===== config.mk =====
export PLATFORM = sky130hd
export DESIGN_NAME = myo_spi_master_flat
export DESIGN_NICKNAME = d
export VERILOG_FILES = /design/src/rtl/myo_spi_pkg.sv /design/src/rtl/myo_spi_master_if.sv /design/src/rtl/myo_spi_master_clk_gen.sv /design/src/rtl/myo_spi_master.sv /design/src/flat_wrapper.sv
export SDC_FILE = /design/constraint.sdc
export NUM_CORES = 1
export LEC_CHECK = 0
export CORE_MARGIN = 4
export CORE_UTILIZATION = 55
export CTS_CLUSTER_DIAMETER = 150
export DETAILED_ROUTE_END_ITERATION = 12
export DONT_BUFFER_PORTS = 1
export PLACE_DENSITY = 0.82
export SLEW_MARGIN = 20
export SYNTH_ARGS = -nofsm -noshare
export SYNTH_HDL_FRONTEND = slang
export SYNTH_SLANG_ARGS = --single-unit

===== constraint.sdc =====
create_clock -name clock -period 3.3 [get_ports clock]
set_input_delay 0.33 -clock clock [delete_from_list [all_inputs] [get_ports clock]]
set_output_delay 0.33 -clock clock [all_outputs]
set_load 0.02 [all_outputs]

===== src/rtl/myo_spi_pkg.sv =====
// Shared types and constants for the motor-board SPI frame master.
package myo_spi_pkg;

  typedef enum logic [2:0] {
    IDLE,
    SETUP,
    SHIFT,
    GAP,
    HOLD
  } spi_state_e;

  localparam int WORD_BITS_DEF = 16;
  localparam int NUM_WORDS_DEF = 12;
  localparam int IDX_W         = 4;

endpackage


===== src/rtl/myo_spi_master_if.sv =====
// Caller-side bus of the SPI frame master: frame request, tx register-file
// lookup, received-word strobe and frame status.
interface myo_spi_master_if #(
  parameter int WORD_BITS = myo_spi_pkg::WORD_BITS_DEF
);
  import myo_spi_pkg::*;

  logic                 start;
  logic [WORD_BITS-1:0] tx_data;
  logic [IDX_W-1:0]     tx_word_idx;
  logic [WORD_BITS-1:0] rx_data;
  logic [IDX_W-1:0]     rx_word_idx;
  logic                 rx_valid;
  logic                 busy;
  logic                 spi_done;

  modport master (
    input  start, tx_data,
    output tx_word_idx, rx_data, rx_word_idx, rx_valid, busy, spi_done
  );

  modport slave (
    output start, tx_data,
    input  tx_word_idx, rx_data, rx_word_idx, rx_valid, busy, spi_done
  );

endinterface


===== src/rtl/myo_spi_master_clk_gen.sv =====
// SCLK generator: CLK_DIV-cycle half period, idle low, with strobes that flag
// the clock edge on which sclk will rise or fall.
module spi_clk_gen #(
  parameter int CLK_DIV = 4
) (
  input  logic clock,
  input  logic reset_n,
  input  logic en,
  output logic sclk,
  output logic rise,
  output logic fall
);

  localparam int CW = $clog2(CLK_DIV);

  logic [CW-1:0] cnt;
  logic          wrap;

  assign wrap = en && (cnt == CW'(CLK_DIV - 1));
  assign rise = wrap && !sclk;
  assign fall = wrap && sclk;

  always_ff @(posedge clock) begin
    if (!reset_n || !en) begin
      cnt  <= '0;
      sclk <= 1'b0;
    end else if (wrap) begin
      cnt  <= '0;
      sclk <= ~sclk;
    end else begin
      cnt  <= cnt + CW'(1);
    end
  end

endmodule


===== src/rtl/myo_spi_master.sv =====
// SPI mode-1 frame master: one start shifts NUM_WORDS words out and back in.
// Define MYO_SPI_INTERWORD_GAP_EN to insert GAP_CYCLES idle cycles between words.
module myo_spi_master
  import myo_spi_pkg::*;
#(
  parameter int CLK_DIV    = 4,
  parameter int WORD_BITS  = WORD_BITS_DEF,
  parameter int NUM_WORDS  = NUM_WORDS_DEF,
  parameter int SS_SETUP   = 4,
  parameter int SS_HOLD    = 2,
  parameter int GAP_CYCLES = 8
) (
  input  logic              clock,
  input  logic              reset_n,
  myo_spi_master_if.master  bus,
  input  logic              miso,
  output logic              sclk,
  output logic              mosi,
  output logic              ss_n
);

  localparam int CNT_MAX_A = (SS_SETUP > SS_HOLD) ? SS_SETUP : SS_HOLD;
  localparam int CNT_MAX   = (CNT_MAX_A > GAP_CYCLES) ? CNT_MAX_A : GAP_CYCLES;
  localparam int CNT_W     = $clog2(CNT_MAX + 1);
  localparam int BIT_W     = $clog2(WORD_BITS);

  spi_state_e           state;
  logic [CNT_W-1:0]     cyc_cnt;
  logic [BIT_W-1:0]     bit_cnt;
  logic [IDX_W-1:0]     word_cnt;
  logic [WORD_BITS-1:0] tx_sr;
  logic [WORD_BITS-2:0] rx_sr;
  logic                 clk_en, sclk_rise, sclk_fall;
  logic                 setup_done, word_end, last_word, load_word;

  assign clk_en     = (state == SHIFT);
  assign setup_done = (state == SETUP) && (cyc_cnt == CNT_W'(SS_SETUP - 1));
  assign word_end   = sclk_fall && (bit_cnt == BIT_W'(WORD_BITS - 1));
  assign last_word  = (word_cnt == IDX_W'(NUM_WORDS - 1));
  assign load_word  = setup_done || (word_end && !last_word);

  spi_clk_gen #(.CLK_DIV(CLK_DIV)) u_clk_gen (
    .clock   (clock),
    .reset_n (reset_n),
    .en      (clk_en),
    .sclk    (sclk),
    .rise    (sclk_rise),
    .fall    (sclk_fall)
  );

  // Shift registers carry no reset; they are reloaded before every word.
  always_ff @(posedge clock) begin
    if (load_word)
      tx_sr <= bus.tx_data;
    else if (sclk_rise)
      tx_sr <= {tx_sr[WORD_BITS-2:0], 1'b0};
    if (sclk_fall)
      rx_sr <= {rx_sr[WORD_BITS-3:0], miso};
  end

  always_ff @(posedge clock) begin
    if (!reset_n) begin
      state           <= IDLE;
      cyc_cnt         <= '0;
      bit_cnt         <= '0;
      word_cnt        <= '0;
      ss_n            <= 1'b1;
      mosi            <= 1'b0;
      bus.busy        <= 1'b0;
      bus.spi_done    <= 1'b0;
      bus.rx_valid    <= 1'b0;
      bus.rx_data     <= '0;
      bus.rx_word_idx <= '0;
      bus.tx_word_idx <= '0;
    end else begin
      bus.rx_valid <= 1'b0;
      case (state)
        IDLE: begin
          if (bus.start) begin
            state        <= SETUP;
            cyc_cnt      <= '0;
            bus.busy     <= 1'b1;
            bus.spi_done <= 1'b0;
          end
        end
        SETUP: begin
          if (setup_done) begin
            state           <= SHIFT;
            ss_n            <= 1'b0;
            bit_cnt         <= '0;
            word_cnt        <= '0;
            bus.tx_word_idx <= bus.tx_word_idx + IDX_W'(1);
          end else begin
            cyc_cnt <= cyc_cnt + CNT_W'(1);
          end
        end
        SHIFT: begin
          if (sclk_rise)
            mosi <= tx_sr[WORD_BITS-1];
          if (word_end) begin
            bit_cnt         <= '0;
            bus.rx_valid    <= 1'b1;
            bus.rx_data     <= {rx_sr, miso};
            bus.rx_word_idx <= word_cnt;
            if (last_word) begin
              state   <= HOLD;
              cyc_cnt <= '0;
            end else begin
              word_cnt        <= word_cnt + IDX_W'(1);
              bus.tx_word_idx <= bus.tx_word_idx + IDX_W'(1);
`ifdef MYO_SPI_INTERWORD_GAP_EN
              state   <= GAP;
              cyc_cnt <= '0;
`endif
            end
          end else if (sclk_fall) begin
            bit_cnt <= bit_cnt + BIT_W'(1);
          end
        end
`ifdef MYO_SPI_INTERWORD_GAP_EN
        // ss_n stays low and the clock generator idles low while disabled.
        GAP: begin
          if (cyc_cnt == CNT_W'(GAP_CYCLES - 1))
            state <= SHIFT;
          else
            cyc_cnt <= cyc_cnt + CNT_W'(1);
        end
`endif
        HOLD: begin
          if (cyc_cnt == CNT_W'(SS_HOLD - 1)) begin
            state           <= IDLE;
            ss_n            <= 1'b1;
            bus.busy        <= 1'b0;
            bus.spi_done    <= 1'b1;
            bus.tx_word_idx <= '0;
          end else begin
            cyc_cnt <= cyc_cnt + CNT_W'(1);
          end
        end
        default: state <= IDLE;
      endcase
    end
  end

endmodule


===== src/flat_wrapper.sv =====
// flat-port wrapper written by rule: the top's interface ports become plain ports
module myo_spi_master_flat import myo_spi_pkg::*;
#(
  parameter int CLK_DIV    = 4,
  parameter int WORD_BITS  = WORD_BITS_DEF,
  parameter int NUM_WORDS  = NUM_WORDS_DEF,
  parameter int SS_SETUP   = 4,
  parameter int SS_HOLD    = 2,
  parameter int GAP_CYCLES = 8
)
  (clock, reset_n, miso, sclk, mosi, ss_n, bus_start, bus_tx_data, bus_tx_word_idx, bus_rx_data, bus_rx_word_idx, bus_rx_valid, bus_busy, bus_spi_done);
  myo_spi_master_if #(.WORD_BITS(WORD_BITS)) bus_i ();
  input  logic clock;
  input  logic reset_n;
  input  logic miso;
  output logic sclk;
  output logic mosi;
  output logic ss_n;
  input wire logic [$bits(bus_i.start)-1:0] bus_start;
  input wire logic [$bits(bus_i.tx_data)-1:0] bus_tx_data;
  output wire logic [$bits(bus_i.tx_word_idx)-1:0] bus_tx_word_idx;
  output wire logic [$bits(bus_i.rx_data)-1:0] bus_rx_data;
  output wire logic [$bits(bus_i.rx_word_idx)-1:0] bus_rx_word_idx;
  output wire logic [$bits(bus_i.rx_valid)-1:0] bus_rx_valid;
  output wire logic [$bits(bus_i.busy)-1:0] bus_busy;
  output wire logic [$bits(bus_i.spi_done)-1:0] bus_spi_done;
  assign bus_i.start = bus_start;
  assign bus_i.tx_data = bus_tx_data;
  assign bus_tx_word_idx = bus_i.tx_word_idx;
  assign bus_rx_data = bus_i.rx_data;
  assign bus_rx_word_idx = bus_i.rx_word_idx;
  assign bus_rx_valid = bus_i.rx_valid;
  assign bus_busy = bus_i.busy;
  assign bus_spi_done = bus_i.spi_done;
  myo_spi_master #(.CLK_DIV(CLK_DIV), .WORD_BITS(WORD_BITS), .NUM_WORDS(NUM_WORDS), .SS_SETUP(SS_SETUP), .SS_HOLD(SS_HOLD), .GAP_CYCLES(GAP_CYCLES)) u_core (.clock(clock), .reset_n(reset_n), .bus(bus_i), .miso(miso), .sclk(sclk), .mosi(mosi), .ss_n(ss_n));
endmodule

# After elaboration in Yosys (flattened, before gate mapping)
# Index checks and enable logic that the tools add are counted.
# op_classes
addsub,5
n_eq_ne,17
mux,35
bitwise,1
n_reduce_logical,30
# ops
op,count
$mux W4,14
$mux W16,2
$add A4 B1 Y4 const B,4
$pmux W4 S2,2
$pmux W4 S4,1
$mux W3,5
$pmux W3 S4,1
$pmux W4 S3,1
$reduce_and A5 Y1,2
$reduce_and A3 Y1,3
$eq A4 B4 Y1 const B,2
$ne A2 B1 Y1 const B,4
$ne A2 B2 Y1 const B,4
$reduce_bool A2 Y1,4
$logic_and A1 B1 Y1,6
$mux W1,6
$pmux W1 S2,3
$reduce_and A2 Y1,3
$reduce_and A6 Y1,1
$eq A4 B1 Y1 const B,1
$eq A4 B2 Y1 const B,1
$logic_not A1 Y1,4
$reduce_and A4 Y1,1
$reduce_bool A4 Y1,1
11 further kinds,12
# word_totals
reg_bits,78
input_bits,20

# Logic depth before layout (Yosys ltp)
# depth
word_depth,7
depth_mapped,8
ltp_nobuf,7

# Cells and area by module
# A second synthesis with hierarchy kept.
# hier_totals
cells_unflattened,304
hier_area_um2,3271.9
# modules_own_cells
module,instances,cells_per_inst,area_each_um2,seq_area_each_um2
myo_spi_master,1,292,3155.5,1811.7
spi_clk_gen,1,12,116.4,60.1

# Least setup slack after synthesis
# OpenSTA, ideal clock, no wires.
# synth_timing
path_type,reg2reg
start,register u_core.u_clk_gen.cnt[0]
end,register u_core.tx_sr[0] (enable)
setup_time_ns,0.364
t_arrival_ns,1.729
required_ns,2.936
setup_slack_ns,1.207
stages_incl_launch_ff,7
path_buffers,1
cell_sequence,dfxtp_1 > ha_1 > nand4b_1 > nor2_4 > a21oi_2 > clkbuf_1 > nand2_1
# synth_via
elab_chain_len,7
word_cells_on_any_way,8
# synth_lines
item,line,rtl
start: declaration,myo_spi_master_clk_gen.sv:16,logic [CW-1:0] cnt;
start signal: assignment,myo_spi_master_clk_gen.sv:31,cnt <= cnt + CW'(1);
$eq A2 B2 Y1 (*),myo_spi_master_clk_gen.sv:19,assign wrap = en && (cnt == CW'(CLK_DIV - 1));
$logic_and A1 B1 Y1 (*),myo_spi_master_clk_gen.sv:19,
$logic_and A1 B1 Y1,myo_spi_master_clk_gen.sv:21,assign fall = wrap && sclk;
$logic_and A1 B1 Y1,myo_spi_master.sv:38,assign word_end = sclk_fall && (bit_cnt == BIT_W'(WORD_BITS - 1));
$logic_and A1 B1 Y1,myo_spi_master.sv:40,assign load_word = setup_done || (word_end && !last_word);
$logic_or A1 B1 Y1,myo_spi_master.sv:40,
$reduce_bool A2 Y1 (no line) (*),--,
end signal: assignment,myo_spi_master.sv:54,tx_sr <= bus.tx_data;
end signal: assignment,myo_spi_master.sv:56,"tx_sr <= {tx_sr[WORD_BITS-2:0], 1'b0};"
end: declaration,myo_spi_master.sv:31,logic [WORD_BITS-1:0] tx_sr;
# Every way passes the cells marked *; elsewhere a longest branch is shown, timed or not.
# A chain may end at the register's enable or synchronous reset.

# Worst setup path after layout
# layout_timing
start,register u_core.state[1]
end,register u_core.cyc_cnt[2]
# layout_via
elab_chain_len,6
word_cells_on_any_way,16
# layout_lines
item,line,rtl
start: declaration,myo_spi_master.sv:27,spi_state_e state;
start signal: assignment,myo_spi_master.sv:63,state <= IDLE;
start signal: assignment,myo_spi_master.sv:80,state <= SETUP;
start signal: assignment,myo_spi_master.sv:88,state <= SHIFT;
$eq A3 B2 Y1,"myo_spi_master.sv:36, myo_spi_master.sv:77",
$logic_and A1 B1 Y1,myo_spi_master_clk_gen.sv:19,
$logic_and A1 B1 Y1,myo_spi_master_clk_gen.sv:21,
$logic_and A1 B1 Y1,myo_spi_master.sv:38,
$ne A2 B1 Y1 (no line),--,
$reduce_and A6 Y1 (no line),--,
end signal: assignment,myo_spi_master.sv:94,cyc_cnt <= cyc_cnt + CNT_W'(1);
end signal: assignment,myo_spi_master.sv:137,cyc_cnt <= cyc_cnt + CNT_W'(1);
end: declaration,myo_spi_master.sv:28,logic [CNT_W-1:0] cyc_cnt;
# Parallel ways exist; a longest one is shown, timed or not.

==> flow_metrics.tcl <==
set metrics [dict create \
    avgSynthCellArea_um2 9.78 \
    cellPowerDensity_nw_per_um2 490 \
    finalPower_mw 1.67 \
    root_buffer "clkbuf_8" \
    clock_sinks 78 \
    max_slew_margin 0.479 \
    grt_pass1_wl_um 10300 \
    detailedPlacementHpwl_um 4090 \
    io_buffers 0 \
    h-tree-depth 3 \
    cts_resized 0 \
    core_region_area_um2 5570 \
    hold_class "primary input to flip-flop" \
    min-delay-start "miso" \
    clkLatencyLatePin_ps 340 \
    antenna_cells 0 \
    post_cts_buffers 0 \
    hold_path_depth 0 \
    routed_wl_um 6050 \
    routed_via_density 5.74 \
    route.detailed.drc 0 \
    final_layout_size_suffix_gt1_frac 0.0879 \
    rrSetupSlack_ps 1080 \
    clockBufferDepth 2 \
    synth_top_area_frac 0.295 \
    pwr-share-seq 0.601 \
    grt_max_degree 26 \
    syn-num-nets 352 \
    slew_violations 0 \
    synth_top_area_cell "dfxtp_1" \
    p_int_mw 1.31 \
    rsz0062_at_grt "false" \
    gp_congestion 0.780 \
    worstReg2RegEnd "u_core.cyc_cnt[2]" \
    path_clk_slew_ps 70 \
    die_height_um 84.1 \
    drtPass1Iterations 4 \
    grt.overflow.total 0 \
    crit_required_ps 3490 \
    ant_nets 0 \
    p_leak_nw 1.22 \
    finalCritPeriodShare 0.673 \
    layout-area-overhead-vs-synth_pct 7.03 \
    die_x_um 84.1 \
    finalHoldViolCount 0 \
    grt_usage 0.182 \
    path_cells "nand4b_1, nor2_4, buf_4, a2111oi_2, nor3_1, a311oi_1" \
    die_area_um2 7080 \
    crit_path_end_kind "flip-flop" \
    start_kind "flip-flop" \
    worstRegToRegCells 6 \
    boundaryPins 50 \
    row_count 27 \
    syn_inst 326 \
    slowest_delay_ps 600 \
    initial_core_util 0.572 \
    pwr-share-comb 0.024 \
    setup_violations 0 \
    max-vdd-ir-drop_mv 0.246 \
    numCtsBuffers 9 \
    vias 2307 \
    cp.arrival_ps 2410 \
    ys_types 46 \
    synthTopCellsByArea "dfxtp_1 (30%), edfxtp_1 (29%), nand2_1 (12%), a21oi_1 (5.7%), ha_1 (2.4%)" \
    skew_ps 8.82 \
    cap_viol_max_count 0 \
    whs_endpoint "u_core.rx_sr[0]" \
    tightestPinTransition_ps 781 \
    tritoncts "yes" \
    cp_slowest_cell "dfxtp_1" \
    drt_iter0_drc 179 \
    r2r_start "u_core.state[1]" \
    postCtsHoldBufs 0 \
    yosys_warnings 0 \
    tns_ps 0 \
    min_period_ps 2220 \
    ys_seq_elements 78 \
    pwr-share-clk 0.376 \
    crit_fanout 25 \
    swShare 0.219 \
    nets 351 \
    fmax_ghz 0.450 \
    syn-cell-area_um2 3190 \
    ys_seq_area_frac 0.587 \
    status "completed" \
    antenna_found_initial 0 \
    p_switching_mw 0.367 \
    grt_pass1_vias 2253 \
    crit_type "flip-flop to flip-flop" \
    wl_per_cell_um 15.0 \
]
-- per-stage QoR --
stage / instances / cell area, um^2 / utilization / worst slack (ps) / hold slack, ps
3_5_place_dp: 386 / 3240 / 0.580 / 1080 / 428
2_1_floorplan: 326 / 3190 / - / 1210 / 404
5_1_grt: 402 / 3410 / 0.612 / 868 / 53.5
6_report: 402 / 3410 / 0.612 / 1080 / 79.2
4_1_cts: 402 / 3410 / 0.612 / 1070 / 62.9
3_3_place_gp: 386 / 3240 / 0.580 / 1170 / 411
-- cell type report --
cell class | count | area (um^2)
flip-flops and latches | 78 | 1870
repair buffers | 5 | 37.5
well taps | 72 | 90.1
clock buffers | 11 | 141
clock inverters | 5 | 33.8
inverters | 3 | 11.3
fillers | 489 | 2160
multi-input cells | 228 | 1220
-- placed cells by master (no fill, tap or decap), types with 2 or more instances in the layout --
master,instances
nor3_1,5
clkinvlp_4,2
and2_1,2
nor3b_1,2
or3b_2,2
a21oi_1,36
nor2b_1,3
inv_1,3
a211o_1,2
mux2i_1,3
a31oi_1,3
clkbuf_8,10
nor2_1,13
nand3b_1,3
or4_1,3
buf_4,5
a22oi_1,2
clkinv_2,2
or3_1,2
o211ai_1,2
o21ai_0,9
ha_1,6
nand3_1,8
edfxtp_1,31
dfxtp_1,47
nand2b_1,2
nand2_1,99
nand4b_1,3
xnor2_1,2
-- Yosys cell counts (all sizes together) --
cell,n
and3b,1
inv,3
a2111oi,1
a311oi,1
ha,6
and3,2
or2,1
xnor2,2
nor2,15
or4,3
nor4b,1
nor2b,3
buf,8
dfxtp,47
clkbuf,9
nand3b,3
o21ai,10
or3b,2
nand2,99
a32o,1
or3,2
a31oi,3
nand4b,3
edfxtp,31
a21oi,37
a211o,2
nor3,5
and2,2
nand2b,2
o211ai,2
o2111ai,1
and4b,1
nor3b,3
a22oi,2
o211a,1
mux2i,3
nand3,8
-- registers in the layout, summed over array words and instances, names as in the netlist, 2 cells and up --
register                count
u_core.state                3
u_core.rx_sr               15
u_core.bit_cnt              4
u_core.word_cnt             4
u_core.bus.rx_word_idx      4
u_core.bus.rx_data         16
u_core.bus.tx_word_idx      4
u_core.u_clk_gen.cnt        2
u_core.cyc_cnt              4
u_core.tx_sr               16
-- worst max path at each step --
stage                                       start           endpoint  slack, ps  cells past startpoint
final                             u_core.state[1]  u_core.cyc_cnt[2]       1080                      6
after global placement            u_core.state[0]    u_core.tx_sr[0]       1170                      5
after floorplan           u_core.u_clk_gen.cnt[0]    u_core.tx_sr[0]       1210                      6
after CTS                         u_core.state[0]   u_core.tx_sr[12]       1070                      5
after detailed placement          u_core.state[0]    u_core.tx_sr[5]       1080                      5
after global routing              u_core.state[1]  u_core.cyc_cnt[2]        870                      6
-- metal layers --
layer  vias to the layer above  GRT usage  share of wire
li1                       1131          -              -
met1                      1098      0.224           0.42
met2                        70      0.293           0.48
met3                         8     0.0701          0.083
met4                         0     0.0585          0.015
met5                         -          0              0
-- cells by family (layout without fill, tap and decap cells) --
| logic type | after synthesis | after routing | synth area share |
|---|---|---|---|
| adder cells (fa/ha/maj) | 6 | 6 | 0.0236 |
| multiplexers | 3 | 3 | 0.00942 |
| AO/OA/AOI/OAI | 61 | 61 | 0.116 |
| XOR/XNOR | 2 | 2 | 0.00550 |
| AND/OR/NAND/NOR | 156 | 156 | 0.230 |
| buffers and inverters | 20 | 24 | 0.0283 |
| flip-flops | 78 | 78 | 0.587 |
-- worst max-delay path, delay by kind of cell (launching register included) --
| kind | cells | cell delay [ps] |
|---|---|---|
| compound gates | 2 | 300 |
| flops | 1 | 600 |
| simple gates | 3 | 880 |
| buf+inv | 1 | 290 |
-- power by group through the flow --
stage	combinational, mW	clock, mW	sequential, mW
2_1_floorplan	0.0373	0	1.02
3_3_place_gp	0.0382	0	1.03
3_5_place_dp	0.0395	0	1.03
4_1_cts	0.0393	0.645	1.00
5_1_grt	0.0441	0.695	1.01
6_report	0.0396	0.628	1.00
No activity file was read; power rests on OpenSTA's default activity.
